--- src/rtl/data_memory_dumper.sv ---
// rtl/data_memory_dumper.sv - walks the data memory and streams every word out LSB byte first
// Optional feature macro: MEM_DUMP_CHECKSUM_EN appends a modulo-256 sum byte after the data.
module data_memory_dumper #(
  parameter int NB_DATA_BUS = 32,
  parameter int NB_BYTE     = 8,
  parameter int N_ADDRESS   = 64,
  parameter int NB_ADDRESS  = $clog2(N_ADDRESS)
) (
  input  logic                   i_clk,
  input  logic                   i_rst_n,
  input  logic                   i_start,
  output logic [NB_ADDRESS-1:0]  o_r_addr,
  output logic                   o_r_en,
  output logic [1:0]             o_r_addressing,
  output logic                   o_r_signing,
  input  logic [NB_DATA_BUS-1:0] i_r_data,
  output logic [NB_BYTE-1:0]     o_tx_data,
  output logic                   o_tx_valid,
  input  logic                   i_tx_ready,
  output logic                   o_busy,
  output logic                   o_done
);

  localparam int NB_WCNT = NB_ADDRESS - 2;
  localparam logic [NB_WCNT-1:0] LAST_WORD = NB_WCNT'(N_ADDRESS / 4 - 1);

  typedef enum logic [2:0] {
    S_IDLE  = 3'd0,
    S_READ  = 3'd1,
    S_LATCH = 3'd2,
    S_SEND  = 3'd3,
`ifdef MEM_DUMP_CHECKSUM_EN
    S_CSUM  = 3'd4,
`endif
    S_DONE  = 3'd5
  } state_t;

  state_t                 state_q, state_d;
  logic [NB_WCNT-1:0]     word_cnt_q;
  logic [1:0]             byte_idx_q;
  logic [NB_DATA_BUS-1:0] shift_q;
  logic                   busy_q;
  logic                   hs;
  logic [NB_BYTE-1:0]     tx_data;
`ifdef MEM_DUMP_CHECKSUM_EN
  logic [NB_BYTE-1:0]     csum_q;
`endif

  // Word access, never sign extended.
  assign o_r_addressing = 2'b11;
  assign o_r_signing    = 1'b0;
  assign o_r_en         = (state_q == S_READ);
  assign o_r_addr       = {word_cnt_q, 2'b00};
  assign o_busy         = busy_q;
  assign o_done         = (state_q == S_DONE);
`ifdef MEM_DUMP_CHECKSUM_EN
  assign o_tx_valid     = (state_q == S_SEND) || (state_q == S_CSUM);
`else
  assign o_tx_valid     = (state_q == S_SEND);
`endif
  assign hs             = o_tx_valid & i_tx_ready;
  assign o_tx_data      = tx_data;

  // Stream byte mux: data byte while sending, sum byte in CSUM, zero otherwise.
  always_comb begin
    tx_data = '0;
    if (state_q == S_SEND) tx_data = shift_q[NB_BYTE-1:0];
`ifdef MEM_DUMP_CHECKSUM_EN
    if (state_q == S_CSUM) tx_data = csum_q;
`endif
  end

  // Next-state logic; the last-word compare keeps the counter from wrapping to address 0.
  always_comb begin
    state_d = state_q;
    unique case (state_q)
      S_IDLE:  if (i_start) state_d = S_READ;
      S_READ:  state_d = S_LATCH;
      S_LATCH: state_d = S_SEND;
      S_SEND: begin
        if (hs && (byte_idx_q == 2'd3)) begin
          if (word_cnt_q < LAST_WORD) begin
            state_d = S_READ;
          end else begin
`ifdef MEM_DUMP_CHECKSUM_EN
            state_d = S_CSUM;
`else
            state_d = S_DONE;
`endif
          end
        end
      end
`ifdef MEM_DUMP_CHECKSUM_EN
      S_CSUM:  if (hs) state_d = S_DONE;
`endif
      S_DONE:  state_d = S_IDLE;
      default: state_d = S_IDLE;
    endcase
  end

  // State register and datapath; reset mid-dump drops any pending byte.
  always_ff @(posedge i_clk) begin
    if (!i_rst_n) begin
      state_q    <= S_IDLE;
      word_cnt_q <= '0;
      byte_idx_q <= '0;
      shift_q    <= '0;
      busy_q     <= 1'b0;
`ifdef MEM_DUMP_CHECKSUM_EN
      csum_q     <= '0;
`endif
    end else begin
      state_q <= state_d;
      busy_q  <= (state_d != S_IDLE);
      unique case (state_q)
        S_IDLE: begin
          if (i_start) begin
            word_cnt_q <= '0;
            byte_idx_q <= '0;
`ifdef MEM_DUMP_CHECKSUM_EN
            csum_q     <= '0;
`endif
          end
        end
        S_LATCH: begin
          shift_q    <= i_r_data;
          byte_idx_q <= '0;
        end
        S_SEND: begin
          if (hs) begin
            shift_q    <= shift_q >> NB_BYTE;
            byte_idx_q <= byte_idx_q + 2'd1;
`ifdef MEM_DUMP_CHECKSUM_EN
            csum_q     <= csum_q + shift_q[NB_BYTE-1:0];
`endif
            if ((byte_idx_q == 2'd3) && (word_cnt_q < LAST_WORD)) begin
              word_cnt_q <= word_cnt_q + 1'b1;
            end
          end
        end
        default: ;
      endcase
    end
  end

endmodule

--- config.mk ---
export PLATFORM = sky130hd
export DESIGN_NAME = data_memory_dumper
export DESIGN_NICKNAME = d
export VERILOG_FILES = /design/src/rtl/data_memory_dumper.sv
export SDC_FILE = /design/constraint.sdc
export NUM_CORES = 1
export LEC_CHECK = 0
export ABC_AREA = 1
export CAP_MARGIN = 30
export CELL_PAD_IN_SITES_DETAIL_PLACEMENT = 0
export CELL_PAD_IN_SITES_GLOBAL_PLACEMENT = 1
export CORE_ASPECT_RATIO = 0.9
export CORE_MARGIN = 2
export CORE_UTILIZATION = 33
export CTS_BUF_LIST = sky130_fd_sc_hd__clkbuf_4 sky130_fd_sc_hd__clkbuf_8 sky130_fd_sc_hd__clkbuf_16
export CTS_CLUSTER_DIAMETER = 60
export DETAILED_ROUTE_END_ITERATION = 6
export DONT_BUFFER_PORTS = 1
export GPL_TIMING_DRIVEN = 0
export PLACE_DENSITY = 0.71
export SYNTH_ARGS = -nofsm -noshare
export SYNTH_HDL_FRONTEND = slang
export SYNTH_SLANG_ARGS = --single-unit
export TNS_END_PERCENT = 10
--- constraint.sdc ---
create_clock -name i_clk -period 3.4 [get_ports i_clk]
set_input_delay 0 -clock i_clk [delete_from_list [all_inputs] [get_ports i_clk]]
set_output_delay 0 -clock i_clk [all_outputs]
set_load 0.005 [all_outputs]
==> Word-level counts from Yosys, hierarchy flattened <==
Index checks and enable logic that the tools add are counted.
{ "op_classes": {"n_addsub": 2, "order_cmp": 1, "n_eq_ne": 8, "mux": 14, "bitwise": 1, "n_reduce_logical": 10} }
{ "ops": {"columns": ["cell", "count"], "rows": [
  ["32-bit one-hot mux with 2 select lines", 1],
  ["32-bit two-way mux", 1],
  ["4-bit two-way mux", 3],
  ["3-bit one-hot mux with 4 select lines", 1],
  ["3-bit two-way mux", 3],
  ["8-bit two-way mux", 1],
  ["4-bit one-hot mux with 2 select lines", 1],
  ["3-bit by 2-bit equality test with 1-bit output, second input constant", 2],
  ["2-bit one-hot mux with 3 select lines", 1],
  ["3-bit nonzero test", 2],
  ["4-bit by 1-bit adder with 4-bit output, second input constant", 1],
  ["4-bit less-than comparator, second input constant", 1],
  ["2-bit two-way mux", 2],
  ["2-bit by 1-bit != test with 1-bit output, second input constant", 2],
  ["4-bit AND reduction", 1],
  ["2-bit nonzero test", 2],
  ["3-bit by 1-bit equality test with 1-bit output, second input constant", 1],
  ["3-bit equality test, second input constant", 1],
  ["3-bit logical NOT", 1],
  ["3-bit AND reduction", 1],
  ["2-bit by 1-bit adder with 2-bit output, second input constant", 1],
  ["2-bit equality test, second input constant", 1],
  ["1-bit logical AND", 2],
  ["2-bit != test, second input constant", 1],
  ["other kinds (2)", 2]
]} }
{ "totals": {"register_bits": 42, "input_bits": 36, "word_cells": 41} }

==> Depth between registers and ports, before layout <==
Gate-level depths: netlist (run 1).
{ "logic_depth": {"depth_word": 6, "mapped_depth": 8} }

==> Worst setup path before layout (run 1) <==
Ideal clock, no wire load.
{ "synth_path": {"path_kind": "reg-to-reg", "from": "register word_cnt_q[0]", "to": "register word_cnt_q[3]", "t_arrival_ns": 1.040, "required_time_ns": 3.268, "path_slack_ns": 2.228, "stages_incl_launch_ff": 9, "n_path_buf": 0, "synth_period_minus_slack_ns": 1.172, "cell_sequence": "dfxtp_1 > ha_1 > nand3_1 > nand2_1 > inv_1 > nand2_1 > nand2_1 > nand2_1 > a21oi_1"} }
{ "synth_between": {"elab_chain_cells": 4} }
{ "synth_rtl": {"columns": ["item", "line", "rtl"], "rows": [
  ["start, declared", "39", "logic [NB_WCNT-1:0] word_cnt_q;"],
  ["start signal, assigned", "137", "word_cnt_q <= word_cnt_q + 1'b1;"],
  ["4-bit by 1-bit adder with 4-bit output / 4-bit less-than comparator (equally long branches)", "137, 136", null],
  ["4-bit two-way mux / 1-bit logical AND (equally long branches)", "136", "if ((byte_idx_q == 2'd3) && (word_cnt_q < LAST_WORD)) begin"],
  ["4-bit two-way mux / 2-bit by 1-bit != test with 1-bit output (equally long branches)", null, null],
  ["4-bit one-hot mux with 2 select lines / 4-bit AND reduction (equally long branches)", null, null]
]} }
Parallel ways exist; a longest one is shown, timed or not. The select of a mux whose other input is x is not followed.
A chain may end at the register's enable or synchronous reset.

==> Worst setup path in the final report (run 1) <==
{ "layout_path": {"from": "register state_q[2]", "to": "register shift_q[18]"} }
{ "layout_between": {"elab_chain_cells": 4} }
{ "layout_rtl": {"columns": ["item", "line", "rtl"], "rows": [
  ["start, declared", "38", "state_t state_q, state_d;"],
  ["start signal, assigned", "113", "state_q <= state_d;"],
  ["3-bit by 2-bit equality test with 1-bit output (*)", "59", "assign o_tx_valid = (state_q == S_SEND);"],
  ["named net o_tx_valid", "18", "output logic o_tx_valid,"],
  ["1-bit AND", "61", "assign hs = o_tx_valid & i_tx_ready;"],
  ["2-bit by 1-bit != test with 1-bit output (no source line)", null, null],
  ["2-bit AND reduction (no source line)", null, null],
  ["end signal, assigned", "126", "shift_q <= i_r_data;"],
  ["end signal, assigned", "131", "shift_q <= shift_q >> NB_BYTE;"],
  ["end, declared", "41", "logic [NB_DATA_BUS-1:0] shift_q;"]
]} }
Mark *: on every way through the listed nets, which the timed path passes. The rest lies on a longest branch.

==> results.toml, run 1 <==
[placement]
detailedPlacementHpwl_um = 3660
gp_routability_congestion = 0.788
number_of_i_o_port_buffers = 0
post_dp_cell_area_um2 = 2140

[floorplan]
floorplan.core_area_um2 = 6050
initial_core_utilization = 0.338
die-area_um2 = 6830
placementRows = 27
die_w_um = 86.9
chipHeight_um = 78.6
boundaryPins = 57

[timing]
time_the_final_worst_path_needs_with_i_o_delays_and_setup_ps = 1410
timing.setup.tns_ps = 0
final_max_slew_viol_count = 0
max_slew.worst_pin.slew_ps = 531
rsz0062_at_grt = "false"
final.period_utilization = 0.414
finalSetupViolCount = 0
final_hold_viol_count = 0
finClkSkew_ps = 7.17
max-slew-margin-rel = 0.645
fmax_mhz = 710

[critical_path]
rr_startpoint = "state_q[2]"
required_ps = 3590
critPathLaunchType = "register"
data_arrival_at_the_endpoint_of_the_critical_path_ps = 1600
r2r-end = "shift_q[18]"
critPathCaptureType = "register"
number_of_cells_on_the_worst_reg_to_reg_path = 7
timing.critical_path.from = "state_q[2]"
path_class = "reg -> reg"
crit_fanout = 10
rrSetupSlack_ps = 1990

[pwr]
p_comb_frac = 0.155
clkPwrFrac = 0.396
cell_internal_pwr_mw = 0.933
switchingPower_mw = 0.301
cellLeakagePower_nw = 1.17
switching_share = 0.244
peakVddDrop_mv = 0.166
power.density_nw_per_um2 = 472
sequentialPowerShare = 0.449

[clock_tree]
tritoncts_buffer_count = 5
ctsLongestPathBuffers = 2
tritoncts = "done"
cts.htree.levels = 2
clk_latency_worst_skew_pair_ps = 290
cts.clk_slew.worst_paths_ps = 80
clock-sinks = 42
root_buffer = "sky130_fd_sc_hd__clkbuf_8"

[final_layout]
layout.cells.most_common_list = "sky130_fd_sc_hd__nand2_1 (90), sky130_fd_sc_hd__dfxtp_1 (42), sky130_fd_sc_hd__dlygate4sd3_1 (33)"
final.fill_count = 635
final_core_area_utilization = 0.433
antenna_cells_inserted = 0
mostFrequentLayoutCell = "sky130_fd_sc_hd__nand2_1"
finalNetCount = 355
layout-area-overhead-vs-synth_pct = 28.1
drive_above_1_share = 0.119
design_area_um2 = 2620

[global_routing]
first_pass_grt_wire_length_um = 8500
maximum_number_of_pins_on_one_net_before_global_route_repair = 14
antenna_found_initial = 0
global_route.overflow_total = 0
grt_pass1_vias = 1833
grt_usage = 0.157

[logic_synthesis]
synth-seq-area-share = 0.412
avgSynthCellArea_um2 = 7.45
distinct_cell_type_count_after_synthesis = 26
ys_seq_elements = 42
yosys_warnings = 0
syn_inst = 274
syn-cell-area_um2 = 2040

[run_status]
violated_checks = "design-rule violations"
run_status = "finished, violations left"

[detailed_routing]
antenna_violating_nets_post_route = 0
vias_per_inst = 4.78
drc_violations = 3
first_pass_iters = 7
routed_wl_um = 5050
drt_iter0_drc = 84
dr_total_vias = 1864
routedWlPerCell_um = 13.0

[hold_path]
worst_hold_path.endpoint = "shift_q[16]"
timing.hold.worst.start = "i_r_data[16]"
worstHoldPathType = "in -> reg"
min_path_cells = 3

[flow_run]
number_of_maximum_capacitance_constraint_violations = 0
cell families (layout without fill, tap and decap cells):
logic type      count (synthesis)  count (layout)  synth area share
compound gates                 44              44             0.171
fa+ha+maj                       2               2            0.0123
buf+inv                        41              82             0.105
flops                          42              42             0.412
other cells                     2               5           0.00368
simple gates                  143             143             0.297
power by group through the flow:
stage               combinational, mW  clock, mW  sequential [mW]
finish                          0.192      0.488            0.554
detailed placement              0.162          0            0.565
floorplan                       0.130          0            0.561
CTS                             0.193      0.497            0.554
global placement                0.161          0            0.565
global route                    0.215      0.518            0.559
routing by layer:
metal	track usage	share of wire	vias to the layer above
li1	-	-	974
met1	0.222	0.49	833
met2	0.237	0.44	51
met3	0.0368	0.051	6
met4	0.0422	0.011	0
met5	0	0	-
cell usage after synthesis:
cell type,number,share of area
sky130_fd_sc_hd__nor3_1,3,0.0074
sky130_fd_sc_hd__nand3_1,31,0.076
sky130_fd_sc_hd__nor2_1,15,0.028
sky130_fd_sc_hd__conb_1,2,0.0037
sky130_fd_sc_hd__buf_4,8,0.029
sky130_fd_sc_hd__buf_2,5,0.012
sky130_fd_sc_hd__buf_6,3,0.017
sky130_fd_sc_hd__o211ai_1,1,0.0037
sky130_fd_sc_hd__a21oi_4,1,0.0080
sky130_fd_sc_hd__nor2_4,1,0.0055
sky130_fd_sc_hd__o21ai_0,1,0.0024
sky130_fd_sc_hd__a21oi_2,8,0.034
sky130_fd_sc_hd__nand3_4,1,0.0086
sky130_fd_sc_hd__nand2_2,1,0.0031
sky130_fd_sc_hd__dfxtp_1,42,0.41
sky130_fd_sc_hd__a31oi_1,2,0.0061
sky130_fd_sc_hd__a21oi_1,14,0.034
sky130_fd_sc_hd__nand4_1,1,0.0031
sky130_fd_sc_hd__clkinv_2,1,0.0024
sky130_fd_sc_hd__inv_2,1,0.0018
sky130_fd_sc_hd__ha_1,2,0.012
sky130_fd_sc_hd__clkbuf_1,3,0.0055
sky130_fd_sc_hd__a21boi_0,1,0.0037
sky130_fd_sc_hd__inv_1,20,0.037
sky130_fd_sc_hd__nand2_1,90,0.17
sky130_fd_sc_hd__o211a_1,16,0.078
stage by stage:
step / power, mW / hold slack [ps] / instances / worst slack, ps
3_3_place_gp: 0.726 / 154 / 349 / 2010
4_1_cts: 1.24 / 5.68 / 390 / 1990
2_1_floorplan: 0.691 / 149 / 277 / 2230
6_report: 1.23 / 20.1 / 390 / 1990
5_1_grt: 1.29 / 41.0 / 390 / 1830
3_5_place_dp: 0.727 / 155 / 349 / 2010
flip-flops by register name, indices dropped and copies added (netlist names):
register    cells
state_q         3
word_cnt_q      4
byte_idx_q      2
o_busy          1
shift_q        32
worst max-delay path by stage:
| stage | to | slack, ps | cells after the start |
|---|---|---|---|
| CTS | shift_q[18] | 1990 | 7 |
| detailed placement | shift_q[24] | 2010 | 4 |
| global placement | shift_q[18] | 2010 | 7 |
| floorplan | word_cnt_q[3] | 2230 | 8 |
| finish | shift_q[18] | 1990 | 7 |
| global route | shift_q[24] | 1830 | 5 |
worst max-delay path, stage by stage, from the launching register on:
cell,delay [ps]
sky130_fd_sc_hd__dfxtp_1,400
sky130_fd_sc_hd__inv_1,130
sky130_fd_sc_hd__nand3_4,140
sky130_fd_sc_hd__clkinv_2,160
sky130_fd_sc_hd__buf_6,180
sky130_fd_sc_hd__nand2_1,60
sky130_fd_sc_hd__nand3_1,100
sky130_fd_sc_hd__o211a_1,130
final cells by class:
type                       instances  area (um^2)  share of cell area
sequential                        42          841               0.321
tap                               72         90.1              0.0344
inverter                          22         83.8              0.0320
clock inverter                     2         60.1              0.0230
timing repair buffer              33          330               0.126
multi-input combinational        194          998               0.382
clock buffer                       6         82.6              0.0316
buffer                            19          130              0.0497
what timing repair did:
action,4_1_cts,5_1_grt
gates resized for setup,0,0
setup buffers,0,0
hold buffers,33,0
endpoints found under the hold margin,34,0
Power figures use the tool's default switching activity.
==> run 2, diff against run 1 <==
- clock period: 3.4 -> 1.3 ns (I/O delays scaled with it)
==> run 2 against run 1 <==
Effect of this change:
- hold slack lost 11 ps
- combinational power rose to 3.1 times the previous value
- maximum frequency up 11%
- register-to-register slack lost 2000 ps
- critical endpoint is now shift_q[10]
- global-route usage unchanged
- critical path depth did not move
- clock skew barely moved
- the flow now finishes without violations
- sequential power grew to 2.6 times the previous value
- core utilization grew 4.4 points
- design area rose by 10%
==> results.toml, run 2 (synthesis gave the netlist of run 1 again) <==
[timing]
max_slew.worst_pin.slew_ps = 508
fmax_mhz = 786
rsz0062_at_grt = "true"
max-slew-margin-rel = 0.661
final.period_utilization = 0.979
final_hold_viol_count = 0
final_max_slew_viol_count = 0
finalSetupViolCount = 0
timing.setup.tns_ps = 0
finClkSkew_ps = 7.14
time_the_final_worst_path_needs_with_i_o_delays_and_setup_ps = 1270

[critical_path]
data_arrival_at_the_endpoint_of_the_critical_path_ps = 1460
rr_startpoint = "state_q[2]"
path_class = "reg -> reg"
r2r-end = "shift_q[10]"
number_of_cells_on_the_worst_reg_to_reg_path = 7
crit_fanout = 7
required_ps = 1490
critPathCaptureType = "register"
critPathLaunchType = "register"
rrSetupSlack_ps = 30

[pwr]
peakVddDrop_mv = 0.444
cellLeakagePower_nw = 1.28
p_comb_frac = 0.180
switchingPower_mw = 0.834
power.density_nw_per_um2 = 1160
cell_internal_pwr_mw = 2.50
clkPwrFrac = 0.385
sequentialPowerShare = 0.435
switching_share = 0.250

[final_layout]
drive_above_1_share = 0.201
finalNetCount = 366
max_flop_register = "shift_q"
antenna_cells_inserted = 0
layout-area-overhead-vs-synth_pct = 41.3
final_core_area_utilization = 0.477
multi_input_area_um2 = 1060
largest_register_ff_count = 32
layout_top_registers = "shift_q (32), word_cnt_q (4), state_q (3)"
final.fill_count = 626
mostFrequentLayoutCell = "sky130_fd_sc_hd__nand2_1"
seq_area_um2 = 860
layout.cells.most_common_list = "sky130_fd_sc_hd__nand2_1 (89), sky130_fd_sc_hd__dfxtp_1 (37), sky130_fd_sc_hd__dlygate4sd3_1 (34)"

[detailed_routing]
drc_violations = 0
wl_met3_um = 237
vias_per_inst = 4.83
routedWlPerCell_um = 14.2
first_pass_iters = 4
top_layer_used = "met4"
dr_total_vias = 1936
detailroute.wirelength.met2_um = 2650
antenna_violating_nets_post_route = 0
routed_wl_um = 5690
routedLengthMet1_um = 2750
drt_iter0_drc = 108

[placement]
detailedPlacementHpwl_um = 3660
number_of_i_o_port_buffers = 0
gp_routability_congestion = 0.788

[global_routing]
first_pass_grt_wire_length_um = 8500
global_route.overflow_total = 0
grt_usage = 0.157
antenna_found_initial = 0
grt_pass1_vias = 1827
maximum_number_of_pins_on_one_net_before_global_route_repair = 14

[floorplan]
chipHeight_um = 78.6
initial_core_utilization = 0.338
die-area_um2 = 6830
boundaryPins = 57
die_w_um = 86.9
placementRows = 27
floorplan.core_area_um2 = 6050

[clock_tree]
tritoncts_buffer_count = 5
clk_latency_worst_skew_pair_ps = 290
ctsLongestPathBuffers = 2
cts.htree.levels = 2
root_buffer = "sky130_fd_sc_hd__clkbuf_8"
clock-sinks = 42
cts.clk_slew.worst_paths_ps = 80
tritoncts = "done"

[flow_run]
number_of_maximum_capacitance_constraint_violations = 0

[hold_path]
worstHoldPathType = "in -> reg"
worst_hold_path.endpoint = "shift_q[16]"
min_path_cells = 3
timing.hold.worst.start = "i_r_data[16]"

[run_status]
run_status = "finished clean"
[run 2: cell count changes in the layout (fill, tap and decap cells not counted), sizes merged]
cell         delta
nand3           +1
inv             +2
clkinv          -1
clkbuf          +2
dlygate4sd3     +1
buf             +6
[run 2: layout make-up]
class | count | area share
Multi-Input combinational cell | 195 | 0.369
Sequential cell | 42 | 0.298
Timing Repair Buffer | 42 | 0.154
Buffer | 19 | 0.0624
Inverter | 22 | 0.0338
Tap cell | 72 | 0.0312
Clock buffer | 6 | 0.0286
Clock inverter | 2 | 0.0208
Timing Repair inverter | 1 | 0.00217
[run 2: metrics by stage]
| stage | hold WS [ps] | setup slack [ps] | total power [mW] | instances | cell area [um^2] |
|---|---|---|---|---|---|
| 2_1_floorplan | 149 | 128 | 1.81 | 277 | 2050 |
| 3_3_place_gp | 154 | -87.8 | 1.90 | 349 | 2140 |
| 3_5_place_dp | 155 | -93.9 | 1.90 | 349 | 2140 |
| 4_1_cts | 5.68 | -9.74 | 3.26 | 390 | 2640 |
| 5_1_grt | 39.0 | -16.9 | 3.48 | 401 | 2890 |
| 6_report | 9.24 | 27.0 | 3.34 | 401 | 2890 |
[run 2: worst max-delay path by stage]
stage | startpoint | end | depth (start not counted)
after floorplan | word_cnt_q[0] | word_cnt_q[3] | 8
after global placement | state_q[2] | shift_q[18] | 7
after detailed placement | state_q[1] | shift_q[24] | 4
after CTS | state_q[2] | shift_q[24] | 7
after global routing | state_q[2] | shift_q[25] | 8
final | state_q[2] | shift_q[10] | 7
[run 2: timing repair]
item,CTS,global route
hold buffers,33,1
resized for setup,12,37
endpoints found under the setup margin,45,35
setup buffers,0,3
endpoints found under the hold margin,34,1
pin swaps,0,2
cloned,0,7
[run 2: worst max-delay path: stages (launching register included)]
cell,delay [ps]
sky130_fd_sc_hd__dfxtp_4,370
sky130_fd_sc_hd__inv_6,80
sky130_fd_sc_hd__nand2_4,70
sky130_fd_sc_hd__a21oi_4,130
sky130_fd_sc_hd__buf_12,150
sky130_fd_sc_hd__buf_4,140
sky130_fd_sc_hd__nand3_1,100
sky130_fd_sc_hd__o211a_1,120
[run 2: power groups by stage]
stage	sequential, mW	clock (mW)	combinational, mW
floorplan	1.47	0	0.340
global placement	1.48	0	0.421
detailed placement	1.48	0	0.423
CTS	1.45	1.30	0.515
global route	1.46	1.36	0.662
finish	1.45	1.28	0.601
[run 2: metal layers]
layer | vias to the layer above | global-route usage
li1 | 999 | -
met5 | - | 0
met1 | 889 | 0.222
met2 | 43 | 0.236
met4 | 0 | 0.0422
met3 | 5 | 0.0368
